`config.mk`:
```
export PLATFORM = sky130hd
export DESIGN_NAME = f2f_arbiter
export DESIGN_NICKNAME = d
export VERILOG_FILES = /design/src/rtl/f2f_arbiter.sv
export SDC_FILE = /design/constraint.sdc
export NUM_CORES = 1
export LEC_CHECK = 0
export BUFFER_PORTS_ARGS = -buffer_cell sky130_fd_sc_hd__buf_2
export CAP_MARGIN = 20
export CORE_AREA = 2 2 80 82
export DETAILED_ROUTE_END_ITERATION = 10
export DIE_AREA = 0 0 82 84
export GPL_ROUTABILITY_DRIVEN = 0
export PLACE_DENSITY = 0.78
export RECOVER_POWER = 25
export SLEW_MARGIN = 20
export SYNTH_ARGS = -nofsm -noshare
export SYNTH_HDL_FRONTEND = slang
export SYNTH_SLANG_ARGS = --single-unit
export TNS_END_PERCENT = 20
```
`constraint.sdc`:
```
create_clock -name clk -period 3.4 [get_ports clk]
set_input_delay 0.68 -clock clk [delete_from_list [all_inputs] [get_ports clk]]
set_output_delay 0.68 -clock clk [all_outputs]
set_load 0.01 [all_outputs]
```
`src/rtl/f2f_arbiter.sv`:
```
// f2f_arbiter: round-robin shared fixed-to-float pipeline; define F2F_ARB_PRIO0_EN to give requester 0 fixed priority
module f2f_arbiter #(
  parameter int NREQ  = 4,
  parameter int FRACS = 20,
  parameter int INTS  = 1,
  parameter int WIDTH = INTS + FRACS,
  parameter int IDW   = $clog2(NREQ)
) (
  input  logic                  clk,
  input  logic                  reset,
  input  logic [NREQ-1:0]       req_valid,
  input  logic [NREQ*WIDTH-1:0] req_data,
  output logic [NREQ-1:0]       req_ready,
  output logic                  out_valid,
  input  logic                  out_ready,
  output logic [31:0]           out_data,
  output logic [IDW-1:0]        out_id,
  output logic                  out_range_err
);
`ifdef F2F_ARB_PRIO0_EN
  localparam logic PRIO0 = 1'b1;
`else
  localparam logic PRIO0 = 1'b0;
`endif
  logic             r_s1_valid;
  logic [WIDTH-1:0] r_s1_data;
  logic [IDW-1:0]   r_s1_id;
  logic [IDW-1:0]   r_ptr;
  logic             w_s2_load;
  logic             w_s1_free;
  logic             w_found;
  logic             w_acc;
  logic [IDW-1:0]   w_g;
  logic [IDW-1:0]   w_idx;
  logic [22:0]      w_man;
  logic [31:0]      w_fp;
  logic [WIDTH-1:0] w_words [NREQ];
  for (genvar i = 0; i < NREQ; i++) begin : g_unpack
    assign w_words[i] = req_data[i*WIDTH +: WIDTH];
  end
  assign w_s2_load = r_s1_valid && (!out_valid || out_ready);
  assign w_s1_free = !r_s1_valid || w_s2_load;
  always_comb begin
    w_g = '0;
    w_idx = '0;
    w_found = 1'b0;
    for (int k = 0; k < NREQ; k++) begin
      w_idx = IDW'((int'(r_ptr) + k) % NREQ);
      if (!w_found && req_valid[w_idx]) begin
        w_found = 1'b1;
        w_g = w_idx;
      end
    end
    if (PRIO0 && req_valid[0]) begin
      w_found = 1'b1;
      w_g = '0;
    end
  end
  assign w_acc     = w_found && w_s1_free && !reset;
  assign req_ready = w_acc ? NREQ'(1) << w_g : '0;
  // MSB clear means 0.5 <= x < 1: exponent fixed at 126, bit WIDTH-2 is the hidden one
  assign w_man = 23'(r_s1_data[WIDTH-3:0]) << (24 - FRACS);
  assign w_fp  = r_s1_data[WIDTH-1] ? 32'h3F80_0000 : {1'b0, 8'd126, w_man};
  always_ff @(posedge clk) begin
    if (w_acc) begin
      r_s1_data <= w_words[w_g];
      r_s1_id   <= w_g;
    end
  end
  always_ff @(posedge clk) begin
    if (reset) begin
      r_s1_valid    <= 1'b0;
      r_ptr         <= '0;
      out_valid     <= 1'b0;
      out_data      <= '0;
      out_id        <= '0;
      out_range_err <= 1'b0;
    end else begin
      if (w_s1_free) r_s1_valid <= w_acc;
      if (w_acc && !(PRIO0 && w_g == '0)) r_ptr <= IDW'((int'(w_g) + 1) % NREQ);
      if (w_s2_load) begin
        out_valid     <= 1'b1;
        out_data      <= w_fp;
        out_id        <= r_s1_id;
        out_range_err <= !r_s1_data[WIDTH-1] && !r_s1_data[WIDTH-2];
      end else if (out_ready) begin
        out_valid <= 1'b0;
      end
    end
  end
endmodule
```
==> run summary, run 1 <==
Dividing total power by cell area gives a power density of 434.6 mW/mm². The portion of the clock cycle consumed by the worst path in the final layout came out at 0.8688. Before antenna repair, the detailed router went through 4 iterations.

The tool flagged a number of max-cap violations equal to 0. From bottom edge to top edge, the die measures 84 µm. The final hold violation count is 0. The leftover overflow at the end of global routing is 0. The worst setup skew after layout came out at 0.007353 ns. 131 I/O pins were placed. The area growth from synthesis to final layout came out at 22.59%. In this run the register-to-register setup slack is 1.04 ns.

The post-cts gate resize count came out at 0. Derived from the worst setup path, the maximum achievable clock frequency is 338.5 MHz. The number of buffer cells added on primary ports came out at 124. The class of the most critical hold timing path is reg2reg. The met3 layer usage reported by global route is 0.03788. Each instance of the synthesized netlist takes up on average 11.13 µm². For this run, the leading register cell type out of synthesis is dfxtp_1. The worst slew slack as a fraction of its limit is 0.03078. The clock period minus final worst setup slack is 2.954 ns.

The fraction of layout cells with a size suffix above 1 came out at 0.3277. The number of warning messages in the yosys log is 0. After filler insertion, the fill cell instance count of the layout stands at 590. No sink is reached through more buffers than the 2 on the longest clock path. After detailed routing, the total wire length is 5.898 mm. The largest fanout on the critical path came out at 29. In the global route stage, met1 resource usage came out at 0.2215. For this run, asynchronously set or reset flops after synthesis account for 0. For this run, the total global-route usage over all layers was measured as 0.1763. The count of flip-flops with a built-in enable after synthesis is 23.

The clock sink total is 51. The cell chosen for the clock root is clkbuf_8. The post-CTS clock slew at the launch and capture registers of the worst setup and hold paths came out at 0.10 ns. The via count of the first global-routing pass came out at 2022. Setup repair after global routing left no endpoint under its margin.

The repair_antennas step left the layout with diodes totalling 0. The launching element type of the critical path is an input pin. The worst hold slack across all endpoints is 0.4938 ns. At the later pin of the worst-skew pair, clock insertion delay measures 0.31 ns. The worst ir drop on vdd is 0.1928 mV. The post-CTS setup repair buffer count is 0.

The number of design-rule violations left by the first detailed-router iteration came out at 94. The DRC violations left is 0. The required time at the worst-slack endpoint is 2.72 ns.

The width of the chip came out at 82 µm. The HPWL after detailed placement came out at 4.354 mm. The area of the die came out at 0.006888 mm². The post-layout net count came out at 444.

In the post-synthesis netlist, the biggest area contributors are edfxtp_1, mux2i_1, dfxtp_1. Sorting the synthesized cells by how often they occur yields mux2i_1, nor2_1, dfxtp_1. The number of buffers inserted during clock tree synthesis came out at 5. The static leakage power came out at 1.447 nW. The initial core utilization came out at 0.4399.

The number of antenna violations at the first check in global routing came out at 0. The wire length of the first global-routing pass came out at 9.342 mm. The clock tree from TritonCTS is done. The cell taking the most area after synthesis is edfxtp_1. The residual antenna-violating net count after detailed routing is 0. The most crowded layer after global routing is met2. The core footprint came out at 0.006096 mm². The arrival time at the worst endpoint came out at 2.27 ns. Once layout is complete, the utilization of the core stands at 0.5392. The accumulated negative setup slack came out at 0 ns.

For the pin with the worst max-slew slack, the measured transition is 1.454 ns. Setup violations remaining at the end of the flow were counted as 0. The post-synthesis sequential area ratio came out at 0.4666. The row count came out at 29. The largest net degree at the start of global routing is 45. After detailed routing, the average wire length per cell comes to 13.68 µm. After technology mapping, the gate count stands at 241. The most used standard cell by instance count after synthesis is mux2i_1. The worst setup path is of the in2out kind.

The detailed-route via count came out at 2107. The number of H-tree branching levels is 2. The post-cts hold buffer count is 0. The flop and latch count out of synthesis is 51. The netlist area before placement is 0.002681 mm².

In the global route stage, met2 resource usage came out at 0.2949. The share of synthesized area in the top cell type comes to 0.2576. The via count normalized by instance count came out at 4.889.

The final max-slew violation count was 0. STA classifies the critical path endpoint as an output port. The number of distinct standard cells referenced by the synthesized netlist came out at 31. The run finished with clean final reports.
## critical path, cell delays in order
cell,delay (ns)
clkbuf_1,0.55
a211oi_4,0.57
nor3b_2,0.29
buf_2,0.17
## final cells by class
type / instances / area (µm²) / area share
sequential: 51 / 1251 / 0.3807
timing repair buffer: 128 / 619.3 / 0.1884
tap: 77 / 96.34 / 0.02931
clock buffer: 5 / 68.82 / 0.02094
clock inverter: 3 / 20.02 / 0.006091
inverter: 3 / 11.26 / 0.003426
multi-input combinational: 164 / 1220 / 0.3711
## path summary, 6_finish.rpt
| check | endpoint | startpoint | cells past startpoint |
|---|---|---|---|
| setup / recovery | req_ready[0] | reset | 4 |
| hold / removal | out_id[1] | r_s1_id[1] | 2 |
| setup reg to reg | r_s1_data[2] | r_ptr[1] | 6 |
| hold reg to reg | out_id[1] | r_s1_id[1] | 2 |
## per-layer routing
layer  wire length (µm)  up-vias  share of wire
met5                  0        -              0
met4                 73        0          0.012
met2               2950       78           0.50
met1               2494      956           0.42
met3                380        6          0.064
li1                   -     1067              -
## through the flow
| step | worst slack [ns] | power [mW] | instances | cell area, µm² |
|---|---|---|---|---|
| 4_1_cts | 0.6040 | 1.451 | 431 | 3331 |
| 3_3_place_gp | 0.6649 | 1.101 | 423 | 3242 |
| 5_1_grt | 0.3492 | 1.506 | 431 | 3287 |
| 2_1_floorplan | 0.2729 | 1.019 | 246 | 2700 |
| 3_5_place_dp | 0.5781 | 1.111 | 423 | 3242 |
| 6_report | 0.4460 | 1.428 | 431 | 3287 |
## cell usage in the layout (no fill, tap or decap), drive strengths merged, types with 3 or more instances in the layout
cell type / Yosys / final
clkbuf: 8 / 30
nand2b: 3 / 3
a211oi: 3 / 3
nor2: 29 / 29
dfxtp: 28 / 28
nor3b: 20 / 20
conb: 1 / 6
a21oi: 24 / 24
buf: 20 / 103
mux2i: 66 / 66
inv: 3 / 3
edfxtp: 23 / 23
## registers in the layout (all words and copies together), names as in the netlist
register	cells
r_ptr	2
out_id	2
r_s1_data	21
out_range_err	1
r_s1_valid	1
out_data	21
r_s1_id	2
out_valid	1
## kinds of logic (layout without fill, tap and decap cells)
group	after synthesis	after routing	share of synthesized area
mux	66	66	0.2464
flops	51	51	0.4666
other cells	1	6	0.001399
buf+inv	31	139	0.08493
simple gates	61	61	0.1293
compound gates	31	31	0.07140
## power breakdown
part	internal [mW]	total (mW)	leakage, nW	switching (mW)
Combinational	0.165	0.340	0.952	0.175
Clock	0.144	0.343	0.0418	0.199
Sequential	0.711	0.745	0.453	0.0339
Total	1.02	1.43	1.45	0.408
Power figures use the tool's default switching activity.
==> run 2: changes to the inputs <==
--- a/config.mk
+++ b/config.mk
@@ -5,13 +5,13 @@
 export SDC_FILE = /design/constraint.sdc
 export NUM_CORES = 1
 export LEC_CHECK = 0
+export ABC_AREA = 1
 export BUFFER_PORTS_ARGS = -buffer_cell sky130_fd_sc_hd__buf_2
-export CAP_MARGIN = 20
-export CORE_AREA = 2 2 80 82
+export CORE_AREA = 2 2 82 84
 export DETAILED_ROUTE_END_ITERATION = 10
-export DIE_AREA = 0 0 82 84
+export DIE_AREA = 0 0 84 86
 export GPL_ROUTABILITY_DRIVEN = 0
-export PLACE_DENSITY = 0.78
+export PLACE_DENSITY = 0.79
 export RECOVER_POWER = 25
 export SLEW_MARGIN = 20
 export SYNTH_ARGS = -nofsm -noshare
==> run summary, run 2 <==
The library cell used most frequently in the layout, excluding fill and tap cells, is nand2_1. The post-layout net count came out at 608. By area the synthesized netlist is led by edfxtp_1, nand2_1, dfxtp_1. The depth of the most critical reg-to-reg path is 12. The pre-antenna-repair detailed-routing pass consisted of 4 iterations. The clock period minus final worst setup slack is 3.009 ns. The routed length on met1 is 3.148 mm. In this run the count of I/O pins placed on the die edge is 131. The cell seen most often among critical-path stages is nand3_1. The highest metal layer carrying signal wires in the routed design is met4.

The power share of the clock group is 0.128. Across the whole layout, storage elements account for 0.001251 mm². The number of H-tree branching levels came out at 2. The post-synthesis sequential area ratio came out at 0.4254. The final instance area is 0.003543 mm². Data on the critical path is required at its endpoint by 2.72 ns. The static leakage power is 1.836 nW. The class of the most critical hold timing path is reg2reg.

The critical path in this run is classified as reg2out. The HPWL after detailed placement is 5.340 mm. The wire length on met3 is 373 µm. Walking the worst path, the cells encountered are inv_4, nand2_1, nand3_1, nand2_2, inv_1, nand3_1, nand3_2, buf_4, nor3_1, buf_2. For this design, the sink count on the clock tree is 51.

Summed over all failing endpoints, the final setup total negative slack is 0 ns. The portion of the clock cycle consumed by the worst path in the final layout is 0.8851. The largest fanout on the critical path came out at 20. The overall fraction of global-route tracks in use came out at 0.1901.

In this run the critical register-to-register path is launched from r_ptr[0]. The clock arrives with 0.004983 ns of skew. The width of the chip came out at 84 µm. The slack of the critical path came out at 0.3906 ns. The via count of the first global-routing pass is 2464. The initial core utilization came out at 0.4686. The number of buffer cells added on primary ports came out at 124. Of the total power, the share spent switching nets is 0.4449. The internal reg-to-reg setup slack is 1.03 ns.

The top-area cell type share of the netlist area is 0.2348. The number of buffers inserted during clock tree synthesis came out at 5. The peak clock frequency supported by timing came out at 332.3 MHz.

The post-CTS setup repair buffer count is 0. From synthesis to final layout, the design area changed by 20.46%. The number of max-cap violations is 0. STA classifies the critical path endpoint as an output port. The most frequently used flop master after synthesis is dfxtp_1. In this run the mean area of a mapped cell was 7.227 µm². TritonCTS built the clock tree.

For the pin with the worst max-slew slack, the measured transition is 1.110 ns. Synthesis inferred 51 register bits. The critical path contains buffers and inverters numbering 4 combined. After detailed routing, the number of vias per cell comes to 4.701. The wire length of the first global-routing pass came out at 11.21 mm. The maximum cell stage delay along the critical path is 0.59 ns.

Counting the fill cells in the layout gives 626. The run finished with clean final reports. The root buffer cell chosen for the clock tree is clkbuf_8. The post-cts hold buffer count came out at 0. Summed over all layers, the global routing overflow is 0. The largest net degree at the start of global routing is 45. The number of distinct standard cells referenced by the synthesized netlist is 27.

The worst hold slack across all endpoints came out at 0.4685 ns. The count of inserted antenna diode cells is 0. By count the netlist is led by nand2_1, inv_1, a21oi_1.

Of the total power, combinational logic draws 0.523. The area of the die came out at 0.007224 mm². The row count is 29. The detailed-route via count is 2797. The final max-slew violation count came out at 0. The fraction of layout cells with a size suffix above 1 came out at 0.2741. STA classifies the critical path startpoint as a flip-flop. The height of the die came out at 86 µm. The core footprint came out at 0.006277 mm².

The share of total power dissipated in sequential elements is 0.349. The overall routed net length came out at 6.967 mm. The clock reaches the later pin of the worst-skew pair after 0.30 ns. In the final layout, the multi-input gates occupy 0.001291 mm². The critical path crosses 10 cells after its start point. The most critical setup path has its startpoint at r_ptr[0].

Among all stages on the critical path, the largest delay is contributed by dfxtp_1. The number of warning messages in the yosys log came out at 0. The worst slew slack as a fraction of its limit is 0.2598. The switching component of the power is 1.331 mW. The most used standard cell by instance count after synthesis is nand2_1. The final hold violation count was 0. The synthesized netlist occupies a cell area of 0.002942 mm². The internal power contribution is 1.661 mW.

Leaving out fill and tap cells, the most frequent cells in the layout are nand2_1, buf_2, inv_1, a21oi_1, dfxtp_1. The arrival time at the worst endpoint came out at 2.33 ns. The number of gates resized after CTS was 0. The share of synthesized registers carrying an async set or reset came out at 0. The largest registers in the layout are out_data: 21 flops, r_s1_data: 21 flops. Setup repair after global routing left no endpoint under its margin. VDD sags by at most 0.5217 mV. The final-report setup violation count came out at 0. The per-cell routed wire length came out at 11.71 µm. The worst slack at placement is 0.6107 ns.

The post-CTS clock slew at the launch and capture registers of the worst setup and hold paths is 0.09 ns. The count of flip-flops with a built-in enable after synthesis is 23. The instance area at placement is 0.003472 mm². Of all cell types, the one taking the most synthesized area is edfxtp_1. Counting along the longest clock path gives a buffer depth of 2. The residual antenna-violating net count after detailed routing is 0. The number of design-rule violations left by the first detailed-router iteration is 115. In the detailed route, the total length drawn on met2 is 3.384 mm. The total power density per cell area came out at 844.4 mW/mm².

In this run the worst setup path terminates at req_ready[3]. The reg-to-reg endpoint is r_s1_data[5]. The post-synthesis instance total came out at 407. The number of antenna violations at the first check in global routing came out at 0. In this run the most critical hold path is launched from out_data[16].

The dominant delay contributor by cell family on the critical path is simple AND/OR/NAND/NOR gates. The DRC violations left came out at 0.
-- run 2: logic make-up after synthesis --
family	after synthesis	share of synthesized area
other	1	0.001275
AOI/OAI and AO/OA	69	0.1229
buffers and inverters	74	0.1421
and+or+nand+nor	212	0.3084
DFF	51	0.4254
-- run 2: worst min path at each step --
stage / endpoint / cells after the start
after floorplan: out_data[4] / 2
after global placement: out_data[11] / 2
after detailed placement: out_data[12] / 2
after CTS: out_data[12] / 2
after global routing: out_data[16] / 2
final: out_data[16] / 2
-- run 2: metal layers --
layer  vias to the layer above  track usage
met3                         4      0.02791
met2                        92       0.3149
met5                         -            0
li1                       1485            -
met4                         0      0.05718
met1                      1216       0.2597
-- run 2: metrics by stage --
stage                     std cells  utilization  power, mW
final                           595       0.5645      2.992
after global routing            595       0.5645      3.302
after CTS                       595       0.5703      3.035
after detailed placement        587       0.5531      2.650
after global placement          587       0.5531      2.603
after floorplan                 412            -      2.435
-- run 2: area by class of cell --
type,instances,area share
clock inverters,2,0.003884
multi-input cells,287,0.3644
well taps,77,0.02719
inverters,42,0.04732
repair buffers,130,0.1776
flip-flops and latches,51,0.3531
clock buffers,6,0.02648
-- run 2: power groups by stage --
| stage | sequential (mW) | combinational (mW) | clock, mW |
|---|---|---|---|
| finish | 1.04 | 1.57 | 0.383 |
| CTS | 1.04 | 1.60 | 0.396 |
| floorplan | 1.06 | 1.38 | 0 |
| global placement | 1.05 | 1.56 | 0 |
| detailed placement | 1.06 | 1.59 | 0 |
| global route | 1.07 | 1.80 | 0.428 |
-- run 2: worst reg2reg max path, cell delays in order (launching register included) --
cell	delay [ns]
dfxtp_1	0.59
inv_4	0.13
nand2_1	0.09
nand2_1	0.08
nand2_1	0.08
nand2_1	0.09
nor2_4	0.11
nand3_2	0.10
nand3_2	0.16
buf_4	0.38
a21oi_1	0.15
o21ai_1	0.10
nand2_1	0.06
